<file path="src/rtl/mips_pkg.sv">
// mips_pkg
// Shared constants and helpers for the MIPS pipeline blocks.
//   XLEN / JIDX_W       : datapath width and jump-index width
//   RESET_PC_DEFAULT    : default fetch address after reset
//   NOP_INSTR_DEFAULT   : default bubble instruction (sll $0,$0,0)
//   pc_sel_e            : next-PC source chosen by the fetch stage
//   word_align()        : clears the byte-offset bits of an address
package mips_pkg;

    localparam int XLEN   = 32;
    localparam int JIDX_W = 26;

    localparam logic [XLEN-1:0] INSTR_BYTES       = 32'd4;
    localparam logic [XLEN-1:0] RESET_PC_DEFAULT  = 32'h0000_0000;
    localparam logic [XLEN-1:0] NOP_INSTR_DEFAULT = 32'h0000_0000;

    // Listed from lowest to highest priority.
    typedef enum logic [1:0] {
        SEL_SEQ    = 2'd0,
        SEL_HOLD   = 2'd1,
        SEL_JUMP   = 2'd2,
        SEL_BRANCH = 2'd3
    } pc_sel_e;

    // Every value loaded into the PC goes through this so the PC can
    // never become misaligned, whatever the resolving stage hands us.
    function automatic logic [XLEN-1:0] word_align(input logic [XLEN-1:0] addr);
        return {addr[XLEN-1:2], 2'b00};
    endfunction

endpackage

</file>
<file path="src/rtl/fetch_stage.sv">
// fetch_stage
// Instruction-fetch stage: owns the PC, addresses a combinational
// instruction memory and registers the fetched word into IF/ID.
//
// Ports
//   clk, reset          : clock (rising edge) and async active-high reset
//   stall               : decode not ready; hold PC and IF/ID
//   br_taken            : branch resolved taken this cycle
//   br_pc_plus4         : PC+4 of the branch
//   br_sign_imm         : sign-extended branch offset in words
//   jump                : jump resolved this cycle
//   jump_pc_plus4       : PC+4 of the jump
//   jump_index          : Instr[25:0] of the jump
//   imem_addr           : address to instruction memory (= pc)
//   imem_rdata          : instruction word for imem_addr, same cycle
//   pc                  : registered fetch PC
//   if_id_instr         : registered instruction for decode
//   if_id_pc_plus4      : registered PC+4 of if_id_instr
//   if_id_valid         : 1 = real instruction, 0 = bubble
//   fetch_count         : instructions accepted into IF/ID since reset
//
// Handshake: IF/ID is a one-entry register towards decode. On every rising
// edge where stall=0 and no redirect is present, decode is taken to have
// consumed the current IF/ID content and the word fetched at pc replaces
// it. stall=1 means decode is not ready, so pc and IF/ID hold. A redirect
// (br_taken or jump) always wins: the wrong-path word is discarded, a
// bubble is inserted and pc jumps, regardless of stall.
module fetch_stage
    import mips_pkg::*;
#(
    parameter logic [XLEN-1:0] RESET_PC  = RESET_PC_DEFAULT,
    parameter logic [XLEN-1:0] NOP_INSTR = NOP_INSTR_DEFAULT
) (
    input  logic              clk,
    input  logic              reset,
    input  logic              stall,
    input  logic              br_taken,
    input  logic [XLEN-1:0]   br_pc_plus4,
    input  logic [XLEN-1:0]   br_sign_imm,
    input  logic              jump,
    input  logic [XLEN-1:0]   jump_pc_plus4,
    input  logic [JIDX_W-1:0] jump_index,
    output logic [XLEN-1:0]   imem_addr,
    input  logic [XLEN-1:0]   imem_rdata,
    output logic [XLEN-1:0]   pc,
    output logic [XLEN-1:0]   if_id_instr,
    output logic [XLEN-1:0]   if_id_pc_plus4,
    output logic              if_id_valid,
    output logic [XLEN-1:0]   fetch_count
);

    pc_sel_e         pc_sel;
    logic [XLEN-1:0] pc_plus4;
    logic [XLEN-1:0] br_target;
    logic [XLEN-1:0] jump_target;

    assign imem_addr = pc;

    // 32-bit add wraps naturally from 0xFFFF_FFFC to 0.
    assign pc_plus4 = pc + INSTR_BYTES;

    // Offset is in words; the shift drops the top two bits, giving
    // modulo-2^32 arithmetic for negative and positive offsets alike.
    assign br_target   = word_align(br_pc_plus4 + (br_sign_imm << 2));
    assign jump_target = word_align({jump_pc_plus4[XLEN-1:XLEN-4], jump_index, 2'b00});

    always_comb begin
        pc_sel = SEL_SEQ;
        if (br_taken) begin
            pc_sel = SEL_BRANCH;
        end else if (jump) begin
            pc_sel = SEL_JUMP;
        end else if (stall) begin
            pc_sel = SEL_HOLD;
        end
    end

    always_ff @(posedge clk or posedge reset) begin
        if (reset) begin
            pc             <= word_align(RESET_PC);
            if_id_instr    <= NOP_INSTR;
            if_id_pc_plus4 <= '0;
            if_id_valid    <= 1'b0;
            fetch_count    <= '0;
        end else begin
            unique case (pc_sel)
                SEL_BRANCH, SEL_JUMP: begin
                    // Flush: the word at pc is wrong-path, replace with a
                    // bubble. if_id_pc_plus4 is left as is; it is
                    // meaningless while if_id_valid=0.
                    pc          <= (pc_sel == SEL_BRANCH) ? br_target : jump_target;
                    if_id_instr <= NOP_INSTR;
                    if_id_valid <= 1'b0;
                end
                SEL_HOLD: begin
                    // Everything holds.
                end
                SEL_SEQ: begin
                    pc             <= pc_plus4;
                    if_id_instr    <= imem_rdata;
                    if_id_pc_plus4 <= pc_plus4;
                    if_id_valid    <= 1'b1;
                    fetch_count    <= fetch_count + 32'd1;
                end
                default: begin
                end
            endcase
        end
    end

endmodule

</file>
<file path="config.mk">
export PLATFORM = sky130hd
export DESIGN_NAME = fetch_stage
export DESIGN_NICKNAME = d
export VERILOG_FILES = /design/src/rtl/mips_pkg.sv /design/src/rtl/fetch_stage.sv
export SDC_FILE = /design/constraint.sdc
export NUM_CORES = 1
export LEC_CHECK = 0
export ABC_AREA = 0
export BUFFER_PORTS_ARGS = -buffer_cell sky130_fd_sc_hd__clkbuf_2
export CORE_UTILIZATION = 49
export CTS_CLUSTER_SIZE = 25
export DETAILED_ROUTE_END_ITERATION = 16
export GPL_TIMING_DRIVEN = 0
export MAX_ROUTING_LAYER = met4
export PLACE_DENSITY = 0.82
export SLEW_MARGIN = 25
export SYNTH_ARGS = -nofsm -noshare
export SYNTH_HDL_FRONTEND = slang
export SYNTH_SLANG_ARGS = --single-unit
</file>
<file path="constraint.sdc">
create_clock -name clk -period 4.9 [get_ports clk]
set_input_delay 0.49 -clock clk [delete_from_list [all_inputs] [get_ports clk]]
set_output_delay 0.49 -clock clk [all_outputs]
set_load 0.02 [all_outputs]
</file>
==> reports/metrics.cfg <==
[outcome]
run_status = finished, final reports clean

[setup_path]
timing.rr.start = imem_addr[2]
r2r_end = imem_addr[30]
worst_ep_arrival_time_ns = 3.30
worst-r2r-setup-slack_ns = 1.97
critPathKind = primary input to flip-flop
ff2ff_path_depth = 9
required_ns = 5.21
startpoint_type = primary input
crit_path_max_fanout = 3
setup.worst_path.end_class = flip-flop

[timing]
fin_skew_ns = 0.00697
worst_pin_slew_ns = 0.790
finalHoldViolCount = 0
rsz0062_at_grt = no
slew_headroom_pct = 47.3
finalCriticalPeriod_ns = 2.99
finalSetupTns_ns = 0
slew_viol_final = 0
fin_crit_sh_pct = 60.9
fmax_mhz = 335
whs_ns = 0.108
finalSetupViolations = 0

[drt]
dr_total_vias = 7248
ant_nets = 0
drtPass1Iterations = 5
drc = 0
post_drt_wl_per_cell_um = 15.4
postRouteWirelength_um = 21600
viasPerCell = 5.17
drt_iter0_drc = 403

[synth]
ys_seq_area_share_pct = 39.8
synthSimpleGateAreaFrac_pct = 18.3
yosys_warnings = 0
ys_types = 59
synth_adder_area_share_pct = 5.19
synth_cells = 871
ys_ff_latch = 125
yosys-top-cells-area = dfrtp_1, xnor2_1, mux2i_1
synth_compound_area_share_pct = 12.3
synth_edf_count = 0
yosysTopAreaCellShare_pct = 39.8
synthArstFlopShare_pct = 100
synth_top_family_by_area = simple AND/OR/NAND/NOR gates
synth_mux_area_share_pct = 6.93
syn_avg_cell_area_um2 = 9.02
synth.cell_area_um2 = 7860
yosys.area.top_type = dfrtp_1
synthXorXnorAreaFrac_pct = 11.4
synth_ff_type = dfrtp_1

[die]
start_util_pct = 50.9
coreArea_um2 = 15400
rows = 45
die_x_um = 129
die_h_um = 129
pin_count = 320
dieArea_um2 = 16500

[grt]
grt_pass1_vias = 6785
grt_max_degree = 67
grt_usage_pct = 27.2
antenna_found_initial = 0
grt_pass1_wl_um = 33600
gr-total-overflow = 0

[pwr]
power_switching_mw = 1.25
pwr-share-comb_pct = 29.4
pwr_density_cell_nw_per_um2 = 362
netSwitchingFraction_pct = 33.8
vdd_drop_max_mv = 0.215
p_leak_nw = 5.15
pwr-share-clk_pct = 35.2
internal_power_mw = 2.44
p_seq_share_pct = 35.4
finalPower_mw = 3.69

[clocking]
clk_pin_slew_worst_paths_ns = 0.05
post_cts_buffers = 0
cts.sinks = 125
cts_buffers = 17
cts-root-buf = clkbuf_16
hold_buffers = 0
clockBufferDepth = 2
cts_tree = built
clk_latency_ns = 0.41
htreeDepth = 4
ctsResizeCount = 0

[place]
io_buffers = 281
detailed_place.area_um2 = 9580
gp_congestion = 0.886
dpl.hpwl_um = 17300

[finish]
fillCellCount = 1321
regArea_um2 = 3130
post-route-cell-area_um2 = 10200
final_nets = 1368
syn_to_final_growth_pct = 29.8
multi_input_area_um2 = 4280
antenna_cells_inserted = 0
drive_above_1_share_pct = 31.1

[run]
max_cap_violations = 0

[min_path]
hold_path_class = primary input to asynchronous set/reset pin

## power by group through the flow
stage	Sequential [mW]	Combinational (mW)	Clock [mW]
2_1_floorplan	1.45	0.565	0
3_3_place_gp	1.32	1.07	0
3_5_place_dp	1.32	1.09	0
4_1_cts	1.31	1.09	1.31
5_1_grt	1.33	1.19	1.37
6_report	1.31	1.09	1.30
## cells by family after synthesis
family                   count (synthesis)
buffers and inverters                   86
flip-flops                             125
other                                    1
XOR/XNOR                               102
AO/OA/AOI/OAI                          166
adder cells (fa/ha/maj)                 32
multiplexers                            54
AND/OR/NAND/NOR                        305
## cell usage after synthesis (2+ instances only)
| cell type | n |
|---|---|
| mux2_2 | 3 |
| a21oi_1 | 51 |
| nand4_1 | 14 |
| xor2_1 | 43 |
| nor2b_1 | 4 |
| buf_4 | 37 |
| clkbuf_1 | 25 |
| nand3b_1 | 3 |
| and3_1 | 10 |
| o31ai_1 | 3 |
| nor3_2 | 2 |
| nand2b_1 | 5 |
| xnor2_1 | 59 |
| or3_1 | 7 |
| buf_1 | 6 |
| inv_1 | 13 |
| and2_1 | 2 |
| nand2_1 | 100 |
| o22ai_1 | 2 |
| nor2_1 | 91 |
| nand4b_1 | 3 |
| o21ai_0 | 63 |
| o21a_1 | 4 |
| a21o_1 | 9 |
| and4_1 | 3 |
| or2_2 | 3 |
| dfrtp_1 | 125 |
| o211ai_1 | 7 |
| nor4_1 | 4 |
| ha_1 | 31 |
| a31oi_1 | 5 |
| nor3_1 | 18 |
| buf_2 | 2 |
| mux2i_1 | 51 |
| a211oi_1 | 9 |
| o21bai_1 | 3 |
| nand3_1 | 29 |
## worst max-delay path by stage
stage | from | end
floorplan | reset | fetch_count[0]
global placement | reset | imem_addr[16]
detailed placement | br_pc_plus4[2] | imem_addr[26]
CTS | br_pc_plus4[2] | imem_addr[26]
global route | br_pc_plus4[2] | imem_addr[26]
finish | br_pc_plus4[2] | imem_addr[26]
## layer usage
metal	vias to the layer above	routed length [um]	global-route usage, %
li1	3594	-	-
met1	3337	8900	31.5
met2	268	10700	45.9
met3	49	1490	6.49
met4	0	564	10.2
met5	-	0	-
## critical path: stages
cell and delay [ns]:
clkbuf_2 0.08, ha_1 0.23, fa_1 0.43, a211oi_1 0.44, nor4_1 0.16, o31ai_1 0.44
and3_1 0.27, o31ai_2 0.10, xor2_1 0.29, a21oi_1 0.12, a211oi_1 0.25
## sequential cells by signal, summed over array words and instances (netlist names)
register and flops:
if_id_instr 32, if_id_valid 1, fetch_count 32, if_id_pc_plus4 30
imem_addr 30
## layout by cell type, fill, tap and decap left out, types with 37 or more instances in the layout
cell type  synthesis  final
a21oi_1           51     51
buf_4             37     37
clkbuf_2           1    282
dfrtp_1          125    125
mux2i_1           51     51
nand2_1          100    100
nor2_1            91     91
o21ai_0           63     63
xnor2_1           59     59
xor2_1            43     43
## metrics by stage
stage | cells | util, % | worst slack (ns)
after floorplan | 876 | - | 1.08
after global placement | 1368 | 61.9 | -0.199
after detailed placement | 1369 | 62.1 | 1.55
after CTS | 1401 | 66.1 | 1.97
after global routing | 1401 | 66.1 | 1.78
final | 1401 | 66.1 | 1.91
## final cells by class
cell class	instances	share of cell area [%]
Clock buffer	23	4.78
Clock inverter	9	1.30
Multi-Input combinational cell	665	41.9
Timing Repair Buffer	282	14.1
Inverter	14	0.589
Buffer	72	4.12
Tap cell	211	2.59
Sequential cell	125	30.7
(Power assumes the default switching activity.)
